$ cat config.mk
export PLATFORM = sky130hd
export DESIGN_NAME = ss_entrada_n
export DESIGN_NICKNAME = d
export VERILOG_FILES = /design/src/rtl/ss_entrada_n.sv
export SDC_FILE = /design/constraint.sdc
export NUM_CORES = 1
export LEC_CHECK = 0
export ABC_AREA = 0
export BUFFER_PORTS_ARGS = -buffer_cell sky130_fd_sc_hd__buf_2
export CAP_MARGIN = 20
export CORE_AREA = 2 2 39 41
export CTS_BUF_LIST = sky130_fd_sc_hd__clkbuf_8
export CTS_CLUSTER_DIAMETER = 50
export CTS_CLUSTER_SIZE = 20
export DETAILED_ROUTE_END_ITERATION = 10
export DIE_AREA = 0 0 41 43
export GPL_ROUTABILITY_DRIVEN = 1
export HOLD_SLACK_MARGIN = 0.15
export PLACE_DENSITY = 0.72
export SLEW_MARGIN = 20
export SYNTH_ARGS = -nofsm -noshare
export SYNTH_HDL_FRONTEND = slang
export SYNTH_SLANG_ARGS = --single-unit
export TNS_END_PERCENT = 30
$ cat constraint.sdc
create_clock -name clk -period 1.6 [get_ports clk]
set_input_delay 0.08 -clock clk [delete_from_list [all_inputs] [get_ports clk]]
set_output_delay 0.08 -clock clk [all_outputs]
set_load 0.05 [all_outputs]
$ cat src/rtl/ss_entrada_n.sv
// ss_entrada_n -- operand capture front-end for a switch-driven multiplier.
// A bouncing push-button is synchronised and debounced. Each clean press
// captures the switch operands A/B into _A/_B and raises valid until the
// downstream side consumes the pair with ready. A press that arrives while
// an unconsumed pair is pending is dropped and flagged with a one-cycle ovr.
// Optional feature: define SS_ENTRADA_DEBOUNCE_EN to build the debounce
// counter. Without it, db is just s delayed by one flop.
module ss_entrada_n #(
  parameter int WIDTH           = 4,
  parameter int SYNC_STAGES     = 2,
  parameter int DEBOUNCE_CYCLES = 4
) (
  input  logic             clk,
  input  logic             rst,
  input  logic [WIDTH-1:0] A,
  input  logic [WIDTH-1:0] B,
  input  logic             boton,
  input  logic             ready,
  output logic             valid,
  output logic [WIDTH-1:0] _A,
  output logic [WIDTH-1:0] _B,
  output logic             ovr
);

  typedef enum logic {IDLE = 1'b0, HOLD = 1'b1} state_t;

  // Stop elaboration on parameter values the datapath is not sized for.
  if (WIDTH < 2 || WIDTH > 16 || SYNC_STAGES < 2 || SYNC_STAGES > 3 ||
      DEBOUNCE_CYCLES < 1 || DEBOUNCE_CYCLES > 255) begin : g_bad_params
    $error("ss_entrada_n: parameter out of legal range");
  end

  logic [SYNC_STAGES-1:0] sync_q;
  logic                   s;
  logic                   db;
  logic                   db_d;
  logic                   press;
  state_t                 state;

  assign s = sync_q[SYNC_STAGES-1];

  // Synchroniser chain that brings the raw button into the clk domain.
  // NOTE: every sequential block uses non-blocking assignments. Each flop then
  // samples the value its neighbour held before the edge, which is what makes
  // this a shift chain rather than a single flop.
  always_ff @(posedge clk or posedge rst) begin
    if (rst) sync_q <= '0;
    else     sync_q <= {sync_q[SYNC_STAGES-2:0], boton};
  end

`ifdef SS_ENTRADA_DEBOUNCE_EN
  localparam logic [7:0] CNT_LAST = 8'(DEBOUNCE_CYCLES - 1);
  logic [7:0] cnt;

  // Debounce: db flips only after DEBOUNCE_CYCLES consecutive samples of s
  // that disagree with it. Any agreeing sample restarts the count.
  always_ff @(posedge clk or posedge rst) begin
    if (rst) begin
      cnt <= '0;
      db  <= 1'b0;
    end else if (s == db) begin
      cnt <= '0;
    end else if (cnt == CNT_LAST) begin
      cnt <= '0;
      db  <= ~db;
    end else begin
      cnt <= cnt + 8'd1;
    end
  end
`else
  // Without debounce: db is simply s delayed by one flop.
  always_ff @(posedge clk or posedge rst) begin
    if (rst) db <= 1'b0;
    else     db <= s;
  end
`endif

  // Delayed copy of db. Its rising edge is the press event.
  always_ff @(posedge clk or posedge rst) begin
    if (rst) db_d <= 1'b0;
    else     db_d <= db;
  end

  assign press = db & ~db_d;

  // Handshake FSM. The outputs are registered alongside the state.
  always_ff @(posedge clk or posedge rst) begin
    if (rst) begin
      state <= IDLE;
      valid <= 1'b0;
      _A    <= '0;
      _B    <= '0;
      ovr   <= 1'b0;
    end else begin
      ovr <= 1'b0;
      case (state)
        IDLE: begin
          // ready is deliberately ignored while no pair is pending.
          if (press) begin
            _A    <= A;
            _B    <= B;
            state <= HOLD;
            valid <= 1'b1;
          end
        end
        HOLD: begin
          if (press && ready) begin
            // The pending pair is consumed on this edge, so the new press
            // can take its place without a gap in valid.
            _A <= A;
            _B <= B;
          end else if (press) begin
            ovr <= 1'b1;
          end else if (ready) begin
            state <= IDLE;
            valid <= 1'b0;
          end
        end
      endcase
    end
  end

endmodule

==> metrics.txt <==
# TYPE chip_impl_metric gauge
chip_impl_info{name="post-synth-top-area-cell",value="dfrtp_1"} 1
chip_impl_metric{name="p_leak",unit="nW"} 0.441
chip_impl_metric{name="synth_area",unit="um2"} 579
chip_impl_info{name="cp_capture_type",value="flip-flop"} 1
chip_impl_metric{name="synth_seq_area_share",unit="%"} 64.8
chip_impl_metric{name="detailroute.via_count",unit=""} 379
chip_impl_info{name="critPathLaunchType",value="input port"} 1
chip_impl_metric{name="first_pass_iters",unit=""} 2
chip_impl_metric{name="drt_iter0_drcs",unit=""} 3
chip_impl_metric{name="number_of_unique_standard_cell_types_used_by_synthesis",unit=""} 10
chip_impl_metric{name="place_worst_setup_slack",unit="ps"} 315
chip_impl_metric{name="final_wirelength",unit="um"} 983
chip_impl_metric{name="fin_worst_hold_slack",unit="ps"} 349
chip_impl_metric{name="layout-drive-gt1-share",unit="%"} 50.7
chip_impl_info{name="timing.rr.start",value="state$_DFF_PP0_"} 1
chip_impl_metric{name="global_route.usage.total",unit="%"} 15.0
chip_impl_metric{name="cts-resized-gates",unit=""} 0
chip_impl_info{name="crit_slowest_cell",value="dlygate4sd3_1"} 1
chip_impl_metric{name="post_drt_via_cell_ratio",unit=""} 4.46
chip_impl_info{name="synth_top_flop_cell",value="dfrtp_1"} 1
chip_impl_metric{name="die_outline_height",unit="um"} 43
chip_impl_metric{name="design.die.area",unit="um2"} 1760
chip_impl_info{name="setup_repair_after_global_routing_missed_its_margin",value="false"} 1
chip_impl_info{name="hp-start",value="sync_q[0]$_DFF_PP0_"} 1
chip_impl_info{name="criticalPathCategory",value="input port to flip-flop"} 1
chip_impl_metric{name="grt_pass1_vias",unit=""} 417
chip_impl_metric{name="post_synthesis_cells",unit=""} 34
chip_impl_metric{name="max_clock_freq",unit="GHz"} 0.732
chip_impl_metric{name="synth.ff_latch_count",unit=""} 15
chip_impl_metric{name="min_period_over_period",unit="%"} 85.3
chip_impl_metric{name="synth_top_area_share",unit="%"} 64.8
chip_impl_metric{name="synth_async_sr_flop_share",unit="%"} 100
chip_impl_metric{name="tightest_slew",unit="ps"} 541
chip_impl_metric{name="finish.net_count",unit=""} 82
chip_impl_metric{name="area_growth",unit="%"} 46.4
chip_impl_metric{name="initial_core_util",unit="%"} 41.9
chip_impl_metric{name="max-cap-violations",unit=""} 0
chip_impl_metric{name="skew",unit="ps"} 3.95
chip_impl_metric{name="peakVddDrop",unit="mV"} 0.767
chip_impl_metric{name="post-route-worst-setup-slack",unit="ps"} 235
chip_impl_metric{name="timing.final.max_slew_violations",unit=""} 0
chip_impl_metric{name="num_io_pins",unit=""} 22
chip_impl_metric{name="cp_data_arrival_time",unit="ps"} 1490
chip_impl_metric{name="hold_viol_final",unit=""} 0
chip_impl_metric{name="grt_max_degree",unit=""} 16
chip_impl_metric{name="grt_first_pass_wirelength",unit="um"} 1660
chip_impl_info{name="crit_chain",value="dlygate4sd3_1, buf_2, nand2b_4, nor2b_4, mux2_4"} 1
chip_impl_metric{name="synth_edf_count",unit=""} 0
chip_impl_metric{name="worst-r2r-cell-count",unit=""} 3
chip_impl_metric{name="layout.cell_area.non_filler",unit="um2"} 848
chip_impl_metric{name="antenna_left",unit=""} 0
chip_impl_metric{name="powerDensity",unit="nW/um2"} 1260
chip_impl_info{name="timing.critical_path.max_delay_family",value="buffers and inverters"} 1
chip_impl_info{name="r2r-end",value="_A[0]$_DFFE_PP0P_"} 1
chip_impl_metric{name="multi_input_area",unit="um2"} 185
chip_impl_metric{name="cts_buffers",unit=""} 3
chip_impl_info{name="ctsRootBufferMaster",value="clkbuf_8"} 1
chip_impl_info{name="synth_top_cells_by_count",value="dfrtp_1, mux2_4, inv_1, nand2_1, nand2b_4"} 1
chip_impl_metric{name="fill_cells",unit=""} 108
chip_impl_metric{name="antenna_cells",unit=""} 0
chip_impl_metric{name="drt-wirelength-per-cell",unit="um"} 11.6
chip_impl_metric{name="placeableCoreArea",unit="um2"} 1380
chip_impl_metric{name="timing.final.setup_violations",unit=""} 0
chip_impl_metric{name="hold_path_depth",unit=""} 0
chip_impl_metric{name="critical_path_required",unit="ps"} 1720
chip_impl_metric{name="postSynthAreaPerCell",unit="um2"} 17.0
chip_impl_metric{name="synth_warnings",unit=""} 0
chip_impl_info{name="synth.most_common_cell",value="dfrtp_1"} 1
chip_impl_metric{name="finalCriticalPeriod",unit="ps"} 1370
chip_impl_metric{name="dpl.hpwl",unit="um"} 666
chip_impl_metric{name="grt_remaining_overflow",unit=""} 0
chip_impl_metric{name="number_of_h_tree_levels",unit=""} 1
chip_impl_metric{name="peak_fanout_along_the_critical_path",unit=""} 8
chip_impl_metric{name="worst_setup_hold_path_clk_slew",unit="ps"} 50
chip_impl_metric{name="relSlewSlack",unit="%"} 63.9
chip_impl_metric{name="worst_skew_pair.late_latency",unit="ps"} 240
chip_impl_metric{name="worst-r2r-setup-slack",unit="ps"} 320
chip_impl_metric{name="timing.critical_path.slowest_cell_delay",unit="ps"} 520
chip_impl_metric{name="drc",unit=""} 0
chip_impl_metric{name="synth_nets",unit=""} 46
chip_impl_info{name="hold_path.class",value="flip-flop to flip-flop"} 1
chip_impl_info{name="cts_tree",value="built"} 1
chip_impl_info{name="post_synth_main_area_contributors",value="dfrtp_1, mux2_4, nand2b_4"} 1
chip_impl_metric{name="clock_path_buffers",unit=""} 2
chip_impl_metric{name="placementRows",unit=""} 14
chip_impl_info{name="outcome",value="complete, no violations"} 1
chip_impl_metric{name="tns",unit="ps"} 0
chip_impl_metric{name="sequential_cell_area",unit="um2"} 375
chip_impl_metric{name="antenna_found_initial",unit=""} 0
chip_impl_metric{name="dpl-instance-area",unit="um2"} 693
chip_impl_info{name="min_to",value="sync_q[1]$_DFF_PP0_"} 1
chip_impl_metric{name="numClockSinks",unit=""} 15
chip_impl_metric{name="finalWeightedCongestion",unit=""} 0.626
chip_impl_metric{name="critical_path_buf_inv_count",unit=""} 2
chip_impl_metric{name="port_buffers",unit=""} 21
chip_impl_metric{name="die_width",unit="um"} 41
[per-layer routing]
layer | GRT usage (%) | wire, um | part of all wire (%)
met1 | 15.9 | 390 | 40
met3 | 4.71 | 56 | 5.7
met2 | 23.8 | 529 | 54
met5 | 0 | 0 | 0
met4 | 10.0 | 7 | 0.71
[power by group]
part	internal, mW	switching [mW]	total [mW]
sequential	0.430	0.0272	0.457
clock	0.169	0.120	0.289
combinational	0.118	0.206	0.324
total	0.717	0.353	1.07
[stage by stage]
step,cells,power (mW),utilization [%]
after global routing,85,1.13,61.3
after detailed placement,70,0.769,50.1
after global placement,70,0.764,50.1
after floorplan,34,0.701,-
final,85,1.07,61.3
after CTS,85,1.09,61.3
[cell families after synthesis]
logic type / synth area share (%)
AO/OA/AOI/OAI: 2.16
buffers and inverters: 3.24
flip-flops: 64.8
multiplexers: 20.7
AND/OR/NAND/NOR: 9.07
[how the worst max path moves through the flow]
stage | startpoint | end | slack [ps] | depth (start not counted)
2_1_floorplan | state$_DFF_PP0_ | _A[0]$_DFFE_PP0P_ | 440 | 4
3_3_place_gp | state$_DFF_PP0_ | _B[1]$_DFFE_PP0P_ | 340 | 3
3_5_place_dp | state$_DFF_PP0_ | _A[0]$_DFFE_PP0P_ | 310 | 3
4_1_cts | ready | _A[0]$_DFFE_PP0P_ | 240 | 5
5_1_grt | ready | _A[0]$_DFFE_PP0P_ | 170 | 5
6_report | ready | _A[0]$_DFFE_PP0P_ | 230 | 5
[state kept, by name, summed over array words and instances, names as in the netlist]
signal,count
db_d,1
state,1
db,1
_B,4
ovr,1
_A,4
valid,1
sync_q,2
[repair_timing]
item | in CTS | in global routing
buffers inserted | 0 | 0
hold endpoints to repair | 26 | 0
hold buffers | 11 | 0
setup endpoints to repair | 0 | 0
[worst reg2reg max path, cell delays in order, from the launching register on]
cell,delay [ps]
dfrtp_1,410
nand2b_4,90
nor2b_4,330
mux2_4,340
[layout make-up]
| cell class | count | share of cell area [%] |
|---|---|---|
| Sequential cell | 15 | 44.2 |
| Timing Repair Buffer | 32 | 25.4 |
| Multi-Input combinational cell | 16 | 21.8 |
| Clock buffer | 3 | 4.87 |
| Tap cell | 16 | 2.36 |
| Inverter | 2 | 0.885 |
| Clock inverter | 1 | 0.442 |
[placed cells by master (no fill, tap or decap)]
cell / instances
a21boi_0: 1
a21oi_1: 1
buf_2: 21
clkbuf_8: 3
dfrtp_1: 15
dlygate4sd3_1: 11
inv_1: 3
mux2_4: 8
nand2_1: 2
nand2b_4: 2
nor2_1: 1
nor2b_4: 1
Power figures use the tool's default switching activity.
